### config.mk
export PLATFORM = sky130hd
export DESIGN_NAME = cordic_vectoring
export DESIGN_NICKNAME = d
export VERILOG_FILES = /design/src/rtl/cordic_pkg.sv /design/src/rtl/cordic_lookup.sv /design/src/rtl/cordic_vectoring.sv
export SDC_FILE = /design/constraint.sdc
export NUM_CORES = 1
export LEC_CHECK = 0
export CAP_MARGIN = 20
export CORE_ASPECT_RATIO = 0.9
export CORE_MARGIN = 5
export CORE_UTILIZATION = 40
export DETAILED_ROUTE_END_ITERATION = 10
export HOLD_SLACK_MARGIN = 0.15
export MAX_ROUTING_LAYER = met4
export SYNTH_ARGS = -nofsm -noshare
export SYNTH_HDL_FRONTEND = slang
export SYNTH_HIERARCHICAL = 1
export SYNTH_SLANG_ARGS = --single-unit
### constraint.sdc
create_clock -name clk -period 4.5 [get_ports clk]
set_input_delay 0.9 -clock clk [delete_from_list [all_inputs] [get_ports clk]]
set_output_delay 0.9 -clock clk [all_outputs]
set_load 0.005 [all_outputs]
### src/rtl/cordic_pkg.sv
// cordic_pkg: shared widths, angle constants and FSM states for the CORDIC vectoring block.
package cordic_pkg;
    localparam int ITER_MAX = 7;
    localparam int ANGLE_90 = 100;
    localparam int XW = 11;
    localparam int ZW = 9;
    typedef enum logic [1:0] {S_IDLE, S_ITER, S_COMP, S_DONE} state_t;
endpackage

### src/rtl/cordic_lookup.sv
// cordic_lookup: arctangent table, atan(2^-i) in units of 0.9 degree.
module cordic_lookup (
    input  logic [2:0]        idx,
    output logic signed [7:0] angle
);
    always_comb begin
        case (idx)
            3'd0:    angle = 8'sd50;
            3'd1:    angle = 8'sd30;
            3'd2:    angle = 8'sd16;
            3'd3:    angle = 8'sd8;
            3'd4:    angle = 8'sd4;
            3'd5:    angle = 8'sd2;
            3'd6:    angle = 8'sd1;
            default: angle = 8'sd0;
        endcase
    end
endmodule

### src/rtl/cordic_vectoring.sv
// cordic_vectoring: iterative CORDIC vectoring, atan2(y,x) and magnitude of one vector at a time.
// Define CORDIC_GAIN_COMP_EN to add a COMP state that removes the ~1.647 CORDIC gain from mag_out.
module cordic_vectoring
    import cordic_pkg::*;
#(
    parameter int ITER = 7,
    parameter int IW = 8
) (
    input  logic                 clk,
    input  logic                 rst,
    input  logic                 in_valid,
    output logic                 in_ready,
    input  logic signed [IW-1:0] x_in,
    input  logic signed [IW-1:0] y_in,
    output logic                 out_valid,
    input  logic                 out_ready,
    output logic signed [8:0]    angle_out,
    output logic [9:0]           mag_out
);
`ifdef CORDIC_GAIN_COMP_EN
    localparam state_t AFTER_ITER = S_COMP;
`else
    localparam state_t AFTER_ITER = S_DONE;
`endif

    state_t state, state_nx;
    logic signed [XW-1:0] x, y, xs, ys, dx, dy;
    logic signed [ZW-1:0] z, ae;
    logic signed [7:0] atan;
    logic [2:0] cnt;
    logic last, zero;

    cordic_lookup u_lookup (.idx(cnt), .angle(atan));

    assign xs = XW'(x_in);
    assign ys = XW'(y_in);
    assign ae = ZW'(atan);
    assign dx = y >>> cnt;
    assign dy = x >>> cnt;
    assign last = cnt == 3'(ITER - 1);
    // A zero vector never leaves the y>=0 branch, so freeze z to report angle 0
    assign zero = (x == '0) && (y == '0);

    always_ff @(posedge clk or posedge rst) begin
        if (rst) state <= S_IDLE;
        else     state <= state_nx;
    end

    always_comb begin
        state_nx = state;
        case (state)
            S_IDLE:  state_nx = in_valid ? S_ITER : S_IDLE;
            S_ITER:  state_nx = last ? AFTER_ITER : S_ITER;
            S_COMP:  state_nx = S_DONE;
            S_DONE:  state_nx = out_ready ? S_IDLE : S_DONE;
            default: state_nx = S_IDLE;
        endcase
    end

    always_comb begin
        in_ready  = state == S_IDLE;
        out_valid = state == S_DONE;
        angle_out = z;
        mag_out   = x[9:0];
    end

    // Pre-rotation folds the left half-plane into |angle| <= 90 deg before iterating
    always_ff @(posedge clk or posedge rst) begin
        if (rst) begin
            x   <= '0;
            y   <= '0;
            z   <= '0;
            cnt <= '0;
        end else begin
            case (state)
                S_IDLE: if (in_valid) begin
                    x   <= !xs[XW-1] ? xs : !ys[XW-1] ? ys : -ys;
                    y   <= !xs[XW-1] ? ys : !ys[XW-1] ? -xs : xs;
                    z   <= !xs[XW-1] ? '0 : !ys[XW-1] ? ZW'(ANGLE_90) : -ZW'(ANGLE_90);
                    cnt <= '0;
                end
                S_ITER: begin
                    x   <= y[XW-1] ? x - dx : x + dx;
                    y   <= y[XW-1] ? y + dy : y - dy;
                    z   <= zero ? z : y[XW-1] ? z - ae : z + ae;
                    cnt <= cnt + 3'd1;
                end
                S_COMP: x <= (x >>> 1) + (x >>> 3) - (x >>> 6) - (x >>> 9);
                default: ;
            endcase
        end
    end
endmodule

# Yosys cells after proc, flatten, opt, wreduce, memory -nomap -nowiden
# Cells that the tools add are included.
[totals] elab_cells=63 ff_bits=36 input_bits=20 out_inout_bits=21
[op_classes] n_mux=23 n_shift=2 addsub=12 reduce_logical=10 n_eq_ne=11
[op_table] operator="2-to-1 mux 11 bit" count=8
[op_table] operator="2-to-1 mux 9 bit" count=5
[op_table] operator="case mux 6 bit (7 select lines)" count=1
[op_table] operator="case mux 11 bit (3 select lines)" count=1
[op_table] operator="adder 11 bit" count=2
[op_table] operator="zero test 11 bit" count=2
[op_table] operator="negation 8 -> 11 bit" count=2
[op_table] operator="case mux 11 bit (2 select lines)" count=1
[op_table] operator=">>> shifter 11 x 3 -> 11 bit" count=2
[op_table] operator="subtractor 11 bit" count=2
[op_table] operator="case mux 9 bit (2 select lines)" count=1
[op_table] operator="adder 10 x 8 -> 11 bit" count=1
[op_table] operator="subtractor 11 x 2 -> 11 bit" count=1
[op_table] operator="subtractor 11 x 5 -> 11 bit" count=1
[op_table] operator="adder 9 x 8 -> 9 bit" count=1
[op_table] operator="equality test 3 bit (second input constant)" count=3
[op_table] operator="subtractor 9 x 8 -> 9 bit" count=1
[op_table] operator="case mux 2 bit (4 select lines)" count=1
[op_table] operator="equality test 3 x 2 -> 1 bit (second input constant)" count=2
[op_table] operator="case mux 3 bit (2 select lines)" count=1
[op_table] operator="equality test 2 bit (second input constant)" count=2
[op_table] operator="2-to-1 mux 2 bit" count=2
[op_table] operator="inequality test 2 bit (second input constant)" count=2
[op_table] operator="AND reduction 2 bit" count=2
[op_table] operator="11 further kinds" count=11

# Longest topological paths before layout
# Gate-level depths: netlist of the first run.
[logic_depth] depth_word=6 depth_mapped=22 mapped_depth_nobuf=19

# By module
# Netlist of the first run, hierarchy kept.
[modules_own_cells] mod="cordic_vectoring" area_each_um2=5491.5 cells_each=683 n_inst=1 seq_area_each_um2=900.9
[modules_own_cells] mod="cordic_lookup" area_each_um2=61.3 cells_each=11 n_inst=1 seq_area_each_um2=0.0

# Worst setup path before layout of the first run
# OpenSTA, ideal clock, no wires.
[synth_path] kind="register to register" start="reg cnt[1]" end="reg x[10]" setup_ns=0.126 t_arrival_ns=3.993 synth_period_minus_slack_ns=4.119 stages_incl_launch_ff=19 required_time_ns=4.374 n_path_buf=3 slack_ns=0.381 cell_sequence="dfrtp_1 > buf_2 > buf_2 > buf_2 > mux4_1 > mux2i_1 > o211a_1 > nand3_1 > mux2i_1 > a221o_1 > ha_1 > and3_1 > a21oi_1 > a31oi_1 > a21o_1 > a21oi_1 > xor2_1 > mux2i_1 > a221o_1"
[synth_via] elab_chain_cells=4 elab_cells_between_ends=5 classes_between="2 x add/sub; 1 x shift; 2 x mux"
[synth_lines] element="from (decl)" line_no="cordic_vectoring.sv:30" rtl="logic [2:0] cnt;"
[synth_lines] element="from (signal assigned)" line_no="cordic_vectoring.sv:86" rtl="cnt <= cnt + 3'd1;"
[synth_lines] element=">>> shifter 11 x 3 -> 11 bit *" line_no="cordic_vectoring.sv:38" rtl="assign dx = y >>> cnt;"
[synth_lines] element="adder 11 bit / subtractor 11 bit (equally long branches)" line_no="cordic_vectoring.sv:83" rtl="x <= y[XW-1] ? x - dx : x + dx;"
[synth_lines] element="2-to-1 mux 11 bit *" line_no="cordic_vectoring.sv:83"
[synth_lines] element="case mux 11 bit (3 select lines) *" line_no="cordic_vectoring.sv:75" rtl="case (state)"
[synth_lines] element="to (signal assigned)" line_no="cordic_vectoring.sv:77" rtl="x <= !xs[XW-1] ? xs : !ys[XW-1] ? ys : -ys;"
[synth_lines] element="to (signal assigned)" line_no="cordic_vectoring.sv:83"
[synth_lines] element="to (signal assigned)" line_no="cordic_vectoring.sv:88" rtl="S_COMP: x <= (x >>> 1) + (x >>> 3) - (x >>> 6) - (x >>> 9);"
[synth_lines] element="to (decl)" line_no="cordic_vectoring.sv:27" rtl="logic signed [XW-1:0] x, y, xs, ys, dx, dy;"
# Every way passes the cells marked *; elsewhere a longest branch is shown, timed or not.
# A chain may end at the register's enable or synchronous reset.

# Worst setup path after layout of the first run
# Same ends and word-level chain as after synthesis.

==> results of run 1 <==
area by class of cell:
| cell class | instances | area [um2] | area share |
|---|---|---|---|
| inverter | 55 | 206 | 0.0324 |
| sequential | 36 | 903 | 0.142 |
| clock inverter | 1 | 7.51 | 0.00118 |
| timing repair buffer | 65 | 613 | 0.0962 |
| clock buffer | 7 | 143 | 0.0224 |
| tap | 168 | 210 | 0.0330 |
| multi-input combinational | 571 | 4290 | 0.673 |
kinds of logic (layout without fill, tap and decap cells):
kind of cell,after synthesis,after routing
xor+xnor,58,58
mux,50,50
flops,36,36
other cells,1,2
buf+inv,88,128
fa+ha+maj,69,69
compound gates,193,193
simple gates,199,199
layout by cell type (no fill, tap or decap), drive strengths merged, types with 3 or more instances in the layout:
cell type	count
a311oi	3
xnor2	29
mux2i	24
o21ai	48
a31oi	8
dfrtp	36
o22ai	12
buf	25
o211ai	5
or2	6
nand2	54
xor2	29
clkdlybuf4s50	40
a22oi	3
a211oi	14
a21oi	63
o32ai	3
and3	3
o31ai	4
nand2b	11
ha	55
a21o	7
nor4	9
clkbuf	7
o21a	3
nor3	13
inv	55
nor2b	10
o21bai	3
nand4	3
mux2	16
nand3	12
or3	8
fa	14
nor2	64
mux4	10
metrics by stage:
stage | hold WS [ns] | worst slack [ns] | utilization | std cells | area (um2)
global route | 0.547 | 0.0525 | 0.474 | 903 | 6380
floorplan | 0.494 | 0.381 | - | 695 | 5560
detailed placement | 0.500 | 0.151 | 0.459 | 890 | 6170
CTS | 0.512 | 0.102 | 0.470 | 898 | 6320
finish | 0.509 | 0.286 | 0.474 | 903 | 6380
global placement | 0.497 | 0.283 | 0.459 | 890 | 6170
layer usage:
layer  track usage  vias up  share of wire
met4        0.0573        0          0.022
met2         0.317      164           0.44
met1         0.290     2503           0.49
met3        0.0367       32          0.053
li1              -     2561              -
met5             -        -              0
tightest hold or removal path: stages (launching register included):
cell and delay (ns):
dfrtp_1 0.36, nand2_1 0.05, o31ai_1 0.06
worst max path at each step:
stage	from	endpoint	slack [ns]	cells past startpoint
2_1_floorplan	cnt[1]	x[10]	0.38	18
3_3_place_gp	cnt[0]	x[10]	0.28	15
3_5_place_dp	cnt[0]	x[10]	0.15	15
4_1_cts	cnt[0]	x[10]	0.10	15
5_1_grt	cnt[1]	x[10]	0.05	16
6_report	cnt[1]	x[10]	0.29	16
timing repair:
action,4_1_cts,5_1_grt
setup endpoints to repair,0,2
setup buffers,0,3
gates resized for setup,0,4
sequential cells by signal, summed over array words and instances, names as in the netlist:
signal / count
angle_out: 9
cnt: 3
state: 2
x: 11
y: 11
==> flow_metrics.env, run 1 <==
export IMPL_status="completed"
export IMPL_htreeDepth=2
export IMPL_synthFlopType="dfrtp_1"
export IMPL_path_cells="mux2_2, mux2_2, mux2i_1, o211a_1, nand3_1, nor2_1, mux2_2, o32ai_1, ha_1, a21oi_1, a31oi_1, a21o_1, a21oi_1, xor2_1, mux2i_1, a221o_1"
export IMPL_io_buffers=40
export IMPL_vias=5260
export IMPL_ys_seq_elements=36
export IMPL_syn_cell_area_um2=5550
export IMPL_rows=40
export IMPL_start_kind="register"
export IMPL_synth_common_cells="nor2_1 (64), a21oi_1 (62), ha_1 (55), inv_1 (55), nand2_1 (54)"
export IMPL_first_pass_iters=5
export IMPL_crit_arrival_ns=4.39
export IMPL_synth_edf_count=0
export IMPL_cts_tree="built"
export IMPL_maxSlewHeadroom=0.546
export IMPL_hold_viol_final=0
export IMPL_coreArea_um2=13500
export IMPL_vias_per_cell=5.83
export IMPL_synth_adder_area_share=0.174
export IMPL_wirelength_mm=16.4
export IMPL_synthArstFlopShare=1.00
export IMPL_synth_compound_area_frac=0.214
export IMPL_clkSlewWorstSetupHoldPaths_ns=0.06
export IMPL_drive_above_1_share=0.0952
export IMPL_endpoint_kind="register"
export IMPL_grt_pass1_vias=5183
export IMPL_die_h_um=122
export IMPL_rsz0062_at_grt="no"
export IMPL_cpMostUsedCell="mux2_2"
export IMPL_worst_path_buf_inv=0
export IMPL_synth_top_area_share=0.162
export IMPL_grt_first_pass_wirelength_mm=26.9
export IMPL_grt_ovfl_total=0
export IMPL_yosysWarningCount=6
export IMPL_syn_inst=694
export IMPL_nets=823
export IMPL_min_path_cells=2
export IMPL_antennaDiodeCount=0
export IMPL_setup_tns_final_ns=0
export IMPL_grt_antenna_before_repair=0
export IMPL_hold_buffers=0
export IMPL_synth_xor_area_frac=0.0915
export IMPL_critPathRequiredTime_ns=4.67
export IMPL_wire_per_inst_um=18.1
export IMPL_rr_endpoint="x[10]"
export IMPL_hp_class="register to register"
export IMPL_hold_end="angle_out[0]"
export IMPL_fill_cells=1322
export IMPL_syn2layout_area_growth_pct=14.8
export IMPL_cts_inserted_buffers=5
export IMPL_fin_crit_sh=0.936
export IMPL_yosys_top_cells_area="dfrtp_1 (16%), ha_1 (12%), a21oi_1 (5.6%)"
export IMPL_worstMarginPinSlew_ns=0.681
export IMPL_start_util=0.412
export IMPL_synth_top_family_by_area="compound AO/OA/AOI/OAI gates"
export IMPL_dr_first_iter_drc_count=448
export IMPL_cp_slowest_stage_delay_ns=0.46
export IMPL_clock_root_buffer="clkbuf_16"
export IMPL_cts_sink_count=36
export IMPL_criticalPathCategory="register to register"
export IMPL_r2r_slack_ns=0.29
export IMPL_die_area_um2=16300
export IMPL_avgSynthCellArea_um2=8.00
export IMPL_fin_crit_ns=4.21
export IMPL_slowest_stage="dfrtp_2"
export IMPL_die_w_um=134
export IMPL_clockBufferDepth=2
export IMPL_grt_max_degree=39
export IMPL_r2r_start="cnt[1]"
export IMPL_slew_violations=0
export IMPL_crit_fanout=5
export IMPL_io_pins=41
export IMPL_drc=0
export IMPL_min_from="angle_out[0]"
export IMPL_timing_fmax_mhz=237
export IMPL_ff2ff_path_depth=16
export IMPL_synth_seq_area_share=0.162
export IMPL_muxShareOfSynthArea=0.121
export IMPL_setup_violations=0
export IMPL_grt_util_all_layers=0.210
export IMPL_ys_types=64
export IMPL_finClkSkew_ns=0.00524
export IMPL_ant_nets=0
export IMPL_synth_simple_area_share=0.171
export IMPL_clk_latency_ns=0.29
export IMPL_gp_congestion=0.933
export IMPL_yosys_area_top_type="dfrtp_1"
export IMPL_cap_violations=0
export IMPL_synth_most_common_cell="nor2_1"
export IMPL_hpwl_mm=12.8
export IMPL_critical_path_top_delay_family="multiplexers"
Power of run 1 is left out: the tool's default activity adds up to more than one toggle a clock period on the data nets, which glitch-free logic cannot reach.
==> run 2, diff against run 1 <==
- ABC_AREA: unset -> 0
- SKIP_CTS_REPAIR_TIMING: unset -> 1
==> results of run 2 <==
Final layout, timing and power as in run 1 (identical DEF).
Power of run 2 is left out for the same reason.
==> run 3, diff against run 2 <==
- CTS_CLUSTER_SIZE: unset -> 16
==> results of run 3 <==
Final layout, timing and power as in run 1 (identical DEF).
Power of run 3 is left out for the same reason.
